[src/rtl/ysyx_22040386_ifu_fetch.sv]
// Instruction fetch unit: owns the PC, issues one fetch at a time to instruction memory
// and hands each instruction to decode; redirects kill any fetch still in flight.
module ysyx_22040386_ifu_fetch #(
  parameter int                XLEN     = 64,
  parameter logic [XLEN-1:0]   RESET_PC = 64'h0000_0000_8000_0000
) (
  input  logic            clk,
  input  logic            rst,
  output logic            imem_req_valid,
  input  logic            imem_req_ready,
  output logic [XLEN-1:0] imem_addr,
  input  logic            imem_rsp_valid,
  input  logic [31:0]     imem_rsp_data,
  output logic            inst_valid,
  input  logic            inst_ready,
  output logic [31:0]     inst,
  output logic [XLEN-1:0] inst_pc,
  input  logic            redirect_valid,
  input  logic [XLEN-1:0] redirect_pc
);

  typedef enum logic [1:0] {
    ST_REQ  = 2'd0,
    ST_WAIT = 2'd1,
    ST_OUT  = 2'd2
  } state_t;

  state_t            state_r, state_s;
  logic [XLEN-1:0]   pc_r, pc_s;
  logic              kill_r, kill_s;
  logic [31:0]       inst_r, inst_s;
  logic [XLEN-1:0]   inst_pc_r, inst_pc_s;
  logic [XLEN-1:0]   redir_pc_s;
  logic [XLEN-1:0]   pc_inc_s;

  assign redir_pc_s = {redirect_pc[XLEN-1:2], 2'b00};
  assign pc_inc_s   = pc_r + {{(XLEN-3){1'b0}}, 3'b100};

  // State, PC, kill flag and the decode-side instruction latch
  always_ff @(posedge clk or posedge rst) begin
    if (rst) begin
      state_r   <= ST_REQ;
      pc_r      <= RESET_PC;
      kill_r    <= 1'b0;
      inst_r    <= 32'h0000_0000;
      inst_pc_r <= {XLEN{1'b0}};
    end else begin
      state_r   <= state_s;
      pc_r      <= pc_s;
      kill_r    <= kill_s;
      inst_r    <= inst_s;
      inst_pc_r <= inst_pc_s;
    end
  end

  // Next-state logic; a redirect always wins over the sequential pc+4
  always_comb begin
    state_s   = state_r;
    pc_s      = pc_r;
    kill_s    = kill_r;
    inst_s    = inst_r;
    inst_pc_s = inst_pc_r;
    case (state_r)
      ST_REQ: begin
        if (redirect_valid) begin
          pc_s = redir_pc_s;
          // A request accepted this cycle carries the old pc, so its reply is junk
          if (imem_req_ready) begin
            state_s = ST_WAIT;
            kill_s  = 1'b1;
          end else begin
            state_s = ST_REQ;
          end
        end else if (imem_req_ready) begin
          state_s = ST_WAIT;
        end else begin
          state_s = ST_REQ;
        end
      end
      ST_WAIT: begin
        if (redirect_valid) begin
          pc_s = redir_pc_s;
          if (imem_rsp_valid) begin
            kill_s  = 1'b0;
            state_s = ST_REQ;
          end else begin
            kill_s  = 1'b1;
            state_s = ST_WAIT;
          end
        end else if (imem_rsp_valid) begin
          if (kill_r) begin
            kill_s  = 1'b0;
            state_s = ST_REQ;
          end else begin
            inst_s    = imem_rsp_data;
            inst_pc_s = pc_r;
            state_s   = ST_OUT;
          end
        end else begin
          state_s = ST_WAIT;
        end
      end
      ST_OUT: begin
        if (redirect_valid) begin
          pc_s    = redir_pc_s;
          state_s = ST_REQ;
        end else if (inst_ready) begin
          pc_s    = pc_inc_s;
          state_s = ST_REQ;
        end else begin
          state_s = ST_OUT;
        end
      end
      default: begin
        state_s = ST_REQ;
        kill_s  = 1'b0;
      end
    endcase
  end

  // Request is masked while reset is held so every output reads zero in reset
  assign imem_req_valid = (state_r == ST_REQ) && !rst;
  assign imem_addr      = pc_r;
  assign inst_valid     = (state_r == ST_OUT);
  assign inst           = inst_r;
  assign inst_pc        = inst_pc_r;

  ysyx_22040386_ifu_fetch_chk u_chk (
    .clk            (clk),
    .rst            (rst),
    .imem_rsp_valid (imem_rsp_valid),
    .in_wait        (state_r == ST_WAIT)
  );

endmodule

// Protocol checker: memory responses are only legal while a fetch is outstanding.
module ysyx_22040386_ifu_fetch_chk (
  input logic clk,
  input logic rst,
  input logic imem_rsp_valid,
  input logic in_wait
);

  a_rsp_only_in_wait: assert property (@(posedge clk) disable iff (rst)
    !(imem_rsp_valid && !in_wait));

endmodule

[config.mk]
export PLATFORM = sky130hd
export DESIGN_NAME = ysyx_22040386_ifu_fetch
export DESIGN_NICKNAME = d
export VERILOG_FILES = /design/src/rtl/ysyx_22040386_ifu_fetch.sv
export SDC_FILE = /design/constraint.sdc
export NUM_CORES = 1
export LEC_CHECK = 0
export CAP_MARGIN = 20
export CORE_MARGIN = 1
export CORE_UTILIZATION = 48
export CTS_BUF_LIST = sky130_fd_sc_hd__clkbuf_4 sky130_fd_sc_hd__clkbuf_8
export CTS_CLUSTER_DIAMETER = 100
export DETAILED_ROUTE_END_ITERATION = 10
export PLACE_DENSITY = 0.83
export SYNTH_ARGS = -nofsm -noshare
export SYNTH_HDL_FRONTEND = slang
export SYNTH_SLANG_ARGS = --single-unit
[constraint.sdc]
create_clock -name clk -period 7.6 [get_ports clk]
set_input_delay 1.52 -clock clk [delete_from_list [all_inputs] [get_ports clk]]
set_output_delay 1.52 -clock clk [all_outputs]
set_load 0.02 [all_outputs]
# == Word level (Yosys, flattened, before mapping) ==
# Cells that the tools add are included.
# totals
register_bits,163
inputBits,102
out_inout_bits,162
# op_classes
bitwise_logic,3
n_reduce_logical,8
addsub,1
n_eq_ne,7
muxes,18
# op_table
op,count
$mux 64,3
$pmux 64 s2,1
$add 64x3->64 const B,1
$mux 2,5
$reduce_and 4->1,2
$mux 1,7
$pmux 2 s3,1
$ne 2x2->1 const B,2
$ne 3x1->1 const B,1
$ne 3x3->1 const B,1
$not 1->1,3
$pmux 1 s3,1
$reduce_and 3->1,1
$eq 2x1->1 const B,1
$eq 2x2->1 const B,1
$logic_not 2->1,1
$ne 2x1->1 const B,1
$reduce_bool 2->1,1
$reduce_or 2->1,1
$logic_and 1x1->1,1
$logic_not 1->1,1

# == Depth between registers and ports, before layout ==
# Gate-level depths: netlist of run 1.
# depth
word_depth,4
mapped_depth,9

# == Worst setup path before layout of run 1 ==
# Ideal clock, no wire load.
# synth_timing
kind,input to output
start,in rst
end,out imem_req_valid
t_arrival_ps,1975
setup_slack_ps,4105
stages,1
cell_sequence,nor3_1
# synth_between
elab_chain_len,2
# synth_lines
element,line,text
"start, declared",8,"input logic rst,"
$logic_not 1->1,122,assign imem_req_valid = (state_r == ST_REQ) && !rst;
$logic_and 1x1->1,122,
"end, declared",9,"output logic imem_req_valid,"
# Every way passes these cells.

# == Worst setup path in the final report of run 1 ==
# Same ends and word-level chain as after synthesis.

==> results of run 1 <==
==> sequential cells by signal, summed over array words and instances, names as in the netlist <==
signal,count
imem_addr,62
inst,32
inst_pc,62
kill_r,1
state_r,2
==> power by group through the flow <==
stage / logic (W) / registers (W) / clock network [W]
6_report: 0.00170 / 0.00145 / 0.000619
5_1_grt: 0.00178 / 0.00150 / 0.000665
4_1_cts: 0.00171 / 0.00145 / 0.000632
3_5_place_dp: 0.00170 / 0.00146 / 0
3_3_place_gp: 0.00167 / 0.00144 / 0
2_1_floorplan: 0.000518 / 0.00179 / 0
==> kinds of logic (layout without fill, tap and decap cells) <==
logic type / count (synthesis) / in the layout / share of synthesized area
AOI/OAI and AO/OA: 152 / 152 / 0.121
adders and majority gates: 1 / 1 / 0.00153
buffers and inverters: 69 / 308 / 0.0357
DFF: 159 / 159 / 0.488
muxes: 104 / 104 / 0.142
other: 1 / 4 / 0.000460
and+or+nand+nor: 308 / 308 / 0.211
==> per-layer routing <==
| layer | GRT usage | vias up | routed length [µm] |
|---|---|---|---|
| met3 | 0.0646 | 41 | 1810 |
| met4 | 0.111 | 2 | 619 |
| met2 | 0.441 | 340 | 11500 |
| met5 | 0 | - | 13 |
| li1 | - | 3443 | - |
| met1 | 0.371 | 3656 | 9960 |
==> worst paths after layout <==
check / startpoint / to / slack (ns) / cells after the start
setup / recovery: rst / imem_req_valid / 3.28 / 3
hold / removal: inst_pc[26] / inst_pc[26] / 0.51 / 1
setup reg to reg: imem_addr[16] / imem_addr[57] / 4.81 / 5
hold reg to reg: inst_pc[26] / inst_pc[26] / 0.51 / 1
max in group asynchronous: rst / imem_addr[31] / 4.91 / 4
min in group asynchronous: rst / state_r[0] / 1.59 / 2
==> per-stage QoR <==
stage                     setup slack (ns)  hold WS, ns
after global routing                  3.22        0.523
after floorplan                       1.79        0.485
after detailed placement              3.30        0.494
after global placement                3.29        0.488
final                                 3.28        0.510
after CTS                             3.28        0.514
==> area by class of cell <==
cell class	instances	share of cell area
inverters	10	0.00378
multi-input cells	569	0.348
well taps	220	0.0244
repair buffers	266	0.236
flip-flops and latches	159	0.353
clock buffers	21	0.0251
clock inverters	11	0.00944
==> synth_stat cells (7+ instances only) <==
master / instances / area share
nand3_1: 45 / 0.028
clkbuf_1: 33 / 0.015
nor4_1: 8 / 0.0061
dfrtp_1: 158 / 0.48
nand4_1: 41 / 0.031
mux2_2: 97 / 0.13
o21ai_0: 25 / 0.015
inv_1: 10 / 0.0046
and3_1: 17 / 0.013
a21oi_1: 44 / 0.027
mux2i_1: 7 / 0.0086
buf_2: 12 / 0.0074
a31oi_1: 8 / 0.0061
or3_1: 16 / 0.012
buf_1: 8 / 0.0037
nor2_1: 52 / 0.024
a2bb2oi_1: 8 / 0.0086
nor3_1: 21 / 0.013
o22ai_1: 14 / 0.011
nand2_1: 63 / 0.029
o211ai_1: 12 / 0.011
==> reports/results.txt, run 1 <==
Worst Path Buf+Inv: 2
Combinational group share of total power: 0.451
Internal power: 0.00234 W
Final core utilization: 0.679
Sw frac: 0.379
# hold bufs at CTS: 0
Detailed-route DRC error count: 0
Commonest non-fill, non-tap cell in the layout: clkdlybuf4s50_1
Total Power: 0.00376 W
Post-route design area: 11300 µm²
Sw Pwr: 0.00143 W
Postcts setup bufs: 0
Initial drt markers: 652
Post-route ant nets: 0
Most common cell on crit path: clkdlybuf4s50_1
Via-per-instance ratio: 5.96
First-pass GRT wire length: 38800 µm
Layout Area Growth over Synthesis: 38.1%
Largest delay share family, worst path: buffers and inverters
Yosys Warn Count: 0
Skew-Pair Late Insertion Delay: 0.45 ns
Fillers: 1331
Post_cts resized: 0
Cells after Synth: 794
Slew Viols, Final: 0
Chip width: 132 µm
Fin crit period: 4.32 ns
Area of the die: 17500 µm²
CTS root buffer: clkbuf_8
CP max stage cell: clkdlybuf4s50_1
Layout Skew: 0.0140 ns
Initial Utilization: 0.492
Yosys reg bits: 159
Final WL: 23900 µm
RSZ-0062 raised after global routing: no
Post-synth ARST share: 1.00
Final setup TNS: 0 ns
GR Overflow Total: 0
WL/cell: 19.0 µm
Layout cell share with drive strength beyond 1: 0.156
Total GRT Usage: 0.279
Final setup violation count: 0
Initial antenna violation count: 1
Syn_area_per_cell: 10.3 µm²
Routed via count: 7482
CP Cell Sequence: clkdlybuf4s50_1 > nor3_1 > clkdlybuf4s50_1
FF+latch area: 3980 µm²
Maxcap violations: 0
Max Clk Rate: 232 MHz
Main synth FF type: dfrtp_1
Headroom to the max-slew limit: 0.312
Buffers on Ports: 257
CTS Buffer Depth: 2
Critical path class: in2out
Fin cells: 1256
Worst-margin pin slew: 1.03 ns
Die Height: 132 µm
Power per cell area: 334 nW/µm²
Worst-path clk slew: 0.08 ns
Sequential cell area fraction in the yosys report: 0.488
Leak: 4.36 nW
Inst Count DP: 1223
Crit end category: primary output
Maximum VDD drop: 0.000218 V
Placer Congestion: 0.899
Final nets: 1126
Fin crit share: 0.568
Clock net sink count: 159
Vias in the first global route: 7151
Status: finished clean
Hpwl dp: 16600 µm
First-pass DRT Iterations: 5
Req. time, crit path: 6.08 ns
Diode count: 0
Final Hold Fails: 0
H-Tree Depth: 4
Mapped Area: 8160 µm²
Slowest stage delay, CP: 0.63 ns
Core ar.: 16600 µm²
Reg power frac: 0.385
IO Pins: 264
Clock power frac: 0.164
FP Rows: 47
Multi-input combinational cell area: 3920 µm²
Post-synth EDFFs: 0
Netlist cell types: 65
Hold crit path type: reg2reg
Data arrival, critical path: 2.80 ns
CTS tree: built
Placed Instance Area: 10900 µm²
Most frequent cells in the layout: 257 x clkdlybuf4s50_1, 158 x dfrtp_1, 97 x mux2_2, 63 x nand2_1, 52 x nor2_1
Crit path launch type: primary input
Crit Path Max Fanout: 2
Inserted Clock Buffers: 17
Largest net degree at the start of global routing: 106
(Power assumes the default switching activity.)
==> run 2, diff against run 1 <==
- clock period: 7.6 -> 4.32 ns (I/O delays scaled with it)
==> run 2 against run 1 <==
Via count hardly changed. Setup slack worse by 1.9 ns. Register-to-register slack worse by 3.2 ns. Combinational power rose by 76%. Clock power increased by 73%. Critical endpoint unchanged. Final cell count is 0.32% higher. Die area did not move. Sequential cell count unchanged. Total power is 76% higher. Critical path type unchanged. Routed wire length increased by 0.26%. Clock-buffer cell count shrank 2.
==> reports/results.txt, run 2 (synthesis gave the netlist of run 1 again) <==
Status: finished clean
Max Clk Rate: 337 MHz
Final setup violation count: 0
Crit end category: primary output
Routed via count: 7478
Initial antenna violation count: 0
Layout Area Growth over Synthesis: 38.3%
Clock net sink count: 159
CP Cell Sequence: clkdlybuf4s50_1 > nor3_1 > clkdlybuf4s50_1
Crit path launch type: primary input
Fin crit period: 2.96 ns
Worst-path clk slew: 0.08 ns
RR Startpoint: imem_addr[25]
Worst-margin pin slew: 1.04 ns
Final nets: 1130
Data arrival, critical path: 2.10 ns
Final setup TNS: 0 ns
Maxcap violations: 0
Metal3 WL: 1960 µm
CTS Buffer Depth: 2
CP startpoint: rst
# hold bufs at CTS: 0
Most frequent cells in the layout: 257 x clkdlybuf4s50_1, 158 x dfrtp_1, 97 x mux2_2, 63 x nand2_1, 52 x nor2_1
Die Height: 132 µm
Layout Skew: 0.0175 ns
Place WS: 0.987 ns
Crit Path Max Fanout: 2
Vias in the first global route: 7333
Most common cell on crit path: clkdlybuf4s50_1
Chip width: 132 µm
IO Pins: 264
Headroom to the max-slew limit: 0.302
Hpwl dp: 16700 µm
Met1 wire length: 10000 µm
WL/cell: 19.0 µm
Hold Path Origin: inst_pc[25]
Leak: 4.37 nW
DR WL met2: 11600 µm
Req. time, crit path: 3.46 ns
Critical path class: in2out
CP max stage cell: clkdlybuf4s50_1
Slew Viols, Final: 0
Buffers on Ports: 257
Post_cts resized: 0
Final setup margin: 1.36 ns
Largest delay share family, worst path: buffers and inverters
CTS root buffer: clkbuf_8
Maximum VDD drop: 0.000397 V
Final Hold Fails: 0
Placer Congestion: 0.889
Layout cell share with drive strength beyond 1: 0.160
CTS tree: built
Initial drt markers: 658
Worst Path Buf+Inv: 2
GR Overflow Total: 0
Slowest stage delay, CP: 0.62 ns
RSZ-0062 raised after global routing: no
Post-route ant nets: 0
Detailed-route DRC error count: 0
Diode count: 0
H-Tree Depth: 4
Area of the die: 17500 µm²
Largest net degree at the start of global routing: 160
First-pass GRT wire length: 38600 µm
Inst Count DP: 1228
Via-per-instance ratio: 5.93
Total GRT Usage: 0.279
Initial Utilization: 0.492
Fin cells: 1260
Core ar.: 16600 µm²
Skew-Pair Late Insertion Delay: 0.46 ns
First-pass DRT Iterations: 6
Fin crit share: 0.686
Postcts setup bufs: 0
FP Rows: 47
Inserted Clock Buffers: 17
Hold crit path type: reg2reg
Commonest non-fill, non-tap cell in the layout: clkdlybuf4s50_1
Highest Signal Layer: met4
Final WL: 24000 µm
Power per cell area: 586 nW/µm²
run 2: per-stage QoR:
stage               power [W]  area [µm²]  hold slack, ns  utilization
floorplan             0.00405        8180           0.485            -
global placement      0.00548       10900           0.488        0.658
detailed placement    0.00558       10900           0.494        0.658
CTS                   0.00665       11300           0.513        0.680
global route          0.00693       11300           0.521        0.680
finish                0.00662       11300           0.509        0.680
run 2: layout make-up:
cell class	count	area [µm²]
multi-input combinational	569	3920
inverter	10	41.3
sequential	159	3980
tap	220	275
clock inverter	13	116
fill	1275	5300
clock buffer	19	255
timing repair buffer	270	2700
run 2: final timing paths:
kind | endpoint | slack, ns | cells past startpoint
hold reg to reg | inst_pc[25] | 0.51 | 1
setup / recovery | imem_req_valid | 1.36 | 3
min in group asynchronous | inst[11] | 1.04 | 3
setup reg to reg | imem_addr[61] | 1.59 | 5
max in group asynchronous | imem_addr[15] | 2.61 | 3
hold / removal | inst_pc[25] | 0.51 | 1
run 2: report_power, final:
part           internal [W]  total [W]  switching [W]  leakage, nW
clock network      0.000477    0.00107       0.000593        0.185
registers           0.00205    0.00256       0.000508         1.88
logic               0.00155    0.00299        0.00143         2.30
total               0.00408    0.00662        0.00253         4.37
run 2: per-layer routing:
layer	vias up	GRT usage
met3	30	0.0688
met5	-	0
met4	0	0.0971
li1	3438	-
met1	3651	0.370
met2	359	0.447
==> run 3, diff against run 2 <==
- CORE_UTILIZATION: 48 -> 43
- PLACE_DENSITY: 0.83 -> 0.78
- clock period: 4.32 -> 2.5 ns (I/O delays scaled with it)
==> run 3 against run 2 <==
Register-to-register slack got worse by 1.4 ns. First-iteration DRC count fell by 2.6%. Die area grew 11%. Critical endpoint is now inst_valid.
==> reports/results.txt, run 3 (synthesis gave the netlist of run 1 again) <==
Status: finished clean
Worst-path clk slew: 0.09 ns
GR Overflow Total: 0
Skew-Pair Late Insertion Delay: 0.46 ns
Hold_ws: 0.361 ns
Final Hold Fails: 0
First-pass GRT wire length: 40500 µm
Largest net degree at the start of global routing: 66
# hold bufs at CTS: 0
Final setup TNS: 0 ns
Final WL: 25100 µm
Max Clk Rate: 420 MHz
H-Tree Depth: 4
RSZ-0062 raised after global routing: no
Worst-margin pin slew: 0.558 ns
Die Height: 140 µm
Leak: 4.72 nW
Internal power: 0.00744 W
Combinational group share of total power: 0.469
Crit path launch type: register
Via-per-instance ratio: 5.84
Power per cell area: 997 nW/µm²
Vias in the first global route: 7608
Most frequent cells in the layout: 256 x clkdlybuf4s50_1, 158 x dfrtp_1, 97 x mux2_2, 63 x nand2_1, 56 x buf_4
Headroom to the max-slew limit: 0.628
Fin crit period: 2.38 ns
Crit end category: primary output
Hold crit path type: in2async
Buffers on Ports: 257
Inserted Clock Buffers: 17
Layout Skew: 0.00786 ns
Worst reg2reg path depth: 6
CTS Buffer Depth: 2
Placer Congestion: 0.929
Routed via count: 7767
Data arrival, critical path: 1.88 ns
CTS tree: built
Maxcap violations: 0
FP Rows: 50
IO Pins: 264
Initial Utilization: 0.438
Reg power frac: 0.359
Clock net sink count: 159
Core ar.: 18600 µm²
Reg-to-reg critical path endpoint: imem_addr[36]
Post-route ant nets: 0
Crit Path Max Fanout: 12
Chip width: 140 µm
Sw Pwr: 0.00442 W
Maximum VDD drop: 0.000691 V
Clock power frac: 0.173
Commonest non-fill, non-tap cell in the layout: clkdlybuf4s50_1
Initial antenna violation count: 1
WL/cell: 18.9 µm
Detailed-route DRC error count: 0
R2R setup slack: 0.20 ns
Layout Area Growth over Synthesis: 45.8%
Final nets: 1185
CTS root buffer: clkbuf_8
Layout cell share with drive strength beyond 1: 0.203
Sw frac: 0.373
Fin crit share: 0.953
Final setup violation count: 0
Hpwl dp: 17900 µm
Area of the die: 19500 µm²
RR Startpoint: imem_addr[2]
Initial drt markers: 641
Req. time, crit path: 2.00 ns
Total GRT Usage: 0.262
First-pass DRT Iterations: 5
Critical path class: reg2out
Slew Viols, Final: 0
## run 3: cell count changes in the layout (fill, tap and decap cells not counted)
cell / change
buf_12: +10
nor4b_2: +1
clkinv_4: +2
diode_2: +1
clkdlybuf4s50_1: -1
bufinv_16: +2
inv_6: -1
nor4b_1: -1
clkinv_2: -1
clkinvlp_4: -2
buf_4: +45
dlymetal6s2s_1: +1
## run 3: metrics by stage
| stage | cell area, µm² | utilization | setup WS, ns | power, W | instances |
|---|---|---|---|---|---|
| after floorplan | 8180 | - | -0.0140 | 0.00700 | 797 |
| after global placement | 11500 | 0.615 | 0.106 | 0.00972 | 1297 |
| after detailed placement | 11500 | 0.615 | 0.0779 | 0.00986 | 1297 |
| after CTS | 11900 | 0.638 | 0.0446 | 0.0119 | 1329 |
| after global routing | 11900 | 0.638 | 0.0562 | 0.0125 | 1330 |
| final | 11900 | 0.638 | 0.118 | 0.0119 | 1330 |
## run 3: power by group through the flow
stage	registers [W]	clock network, W	logic, W
after global routing	0.00440	0.00220	0.00586
after floorplan	0.00543	0	0.00158
after CTS	0.00426	0.00209	0.00559
after detailed placement	0.00430	0	0.00556
final	0.00425	0.00205	0.00556
after global placement	0.00423	0	0.00549
## run 3: worst max path at each step
stage / slack (ns) / start / depth (start not counted) / to
2_1_floorplan: -0.01 / rst / 1 / imem_addr[10]
3_3_place_gp: 0.11 / redirect_valid / 6 / imem_addr[36]
3_5_place_dp: 0.08 / redirect_valid / 8 / imem_addr[17]
4_1_cts: 0.04 / state_r[0] / 3 / imem_req_valid
5_1_grt: 0.06 / imem_addr[2] / 6 / imem_addr[36]
6_report: 0.12 / state_r[1] / 2 / inst_valid
## run 3: worst max-delay path, stage by stage, from the launching register on
cell,delay [ns]
dfrtp_1,0.60
nor2b_1,0.19
clkdlybuf4s50_1,0.62
## run 3: area by class of cell
class	count	area (µm²)
Sequential cell	159	3980
Multi-Input combinational cell	569	3930
Tap cell	234	293
Fill cell	1495	6740
Timing Repair Buffer	325	3240
Antenna cell	1	2.50
Inverter	10	41.3
Clock buffer	19	255
Clock inverter	13	165
## run 3: routing by layer
metal,GRT usage,vias to the layer above,wire length [µm]
li1,-,3552,-
met1,0.342,3823,10800
met2,0.424,345,12000
met4,0.101,0,594
met3,0.0588,47,1750
met5,0,-,0
## run 3: repair_timing
action / CTS / global route
setup buffers: 0 / 0
endpoints found under the setup margin: 0 / 3
gates resized for setup: 0 / 2
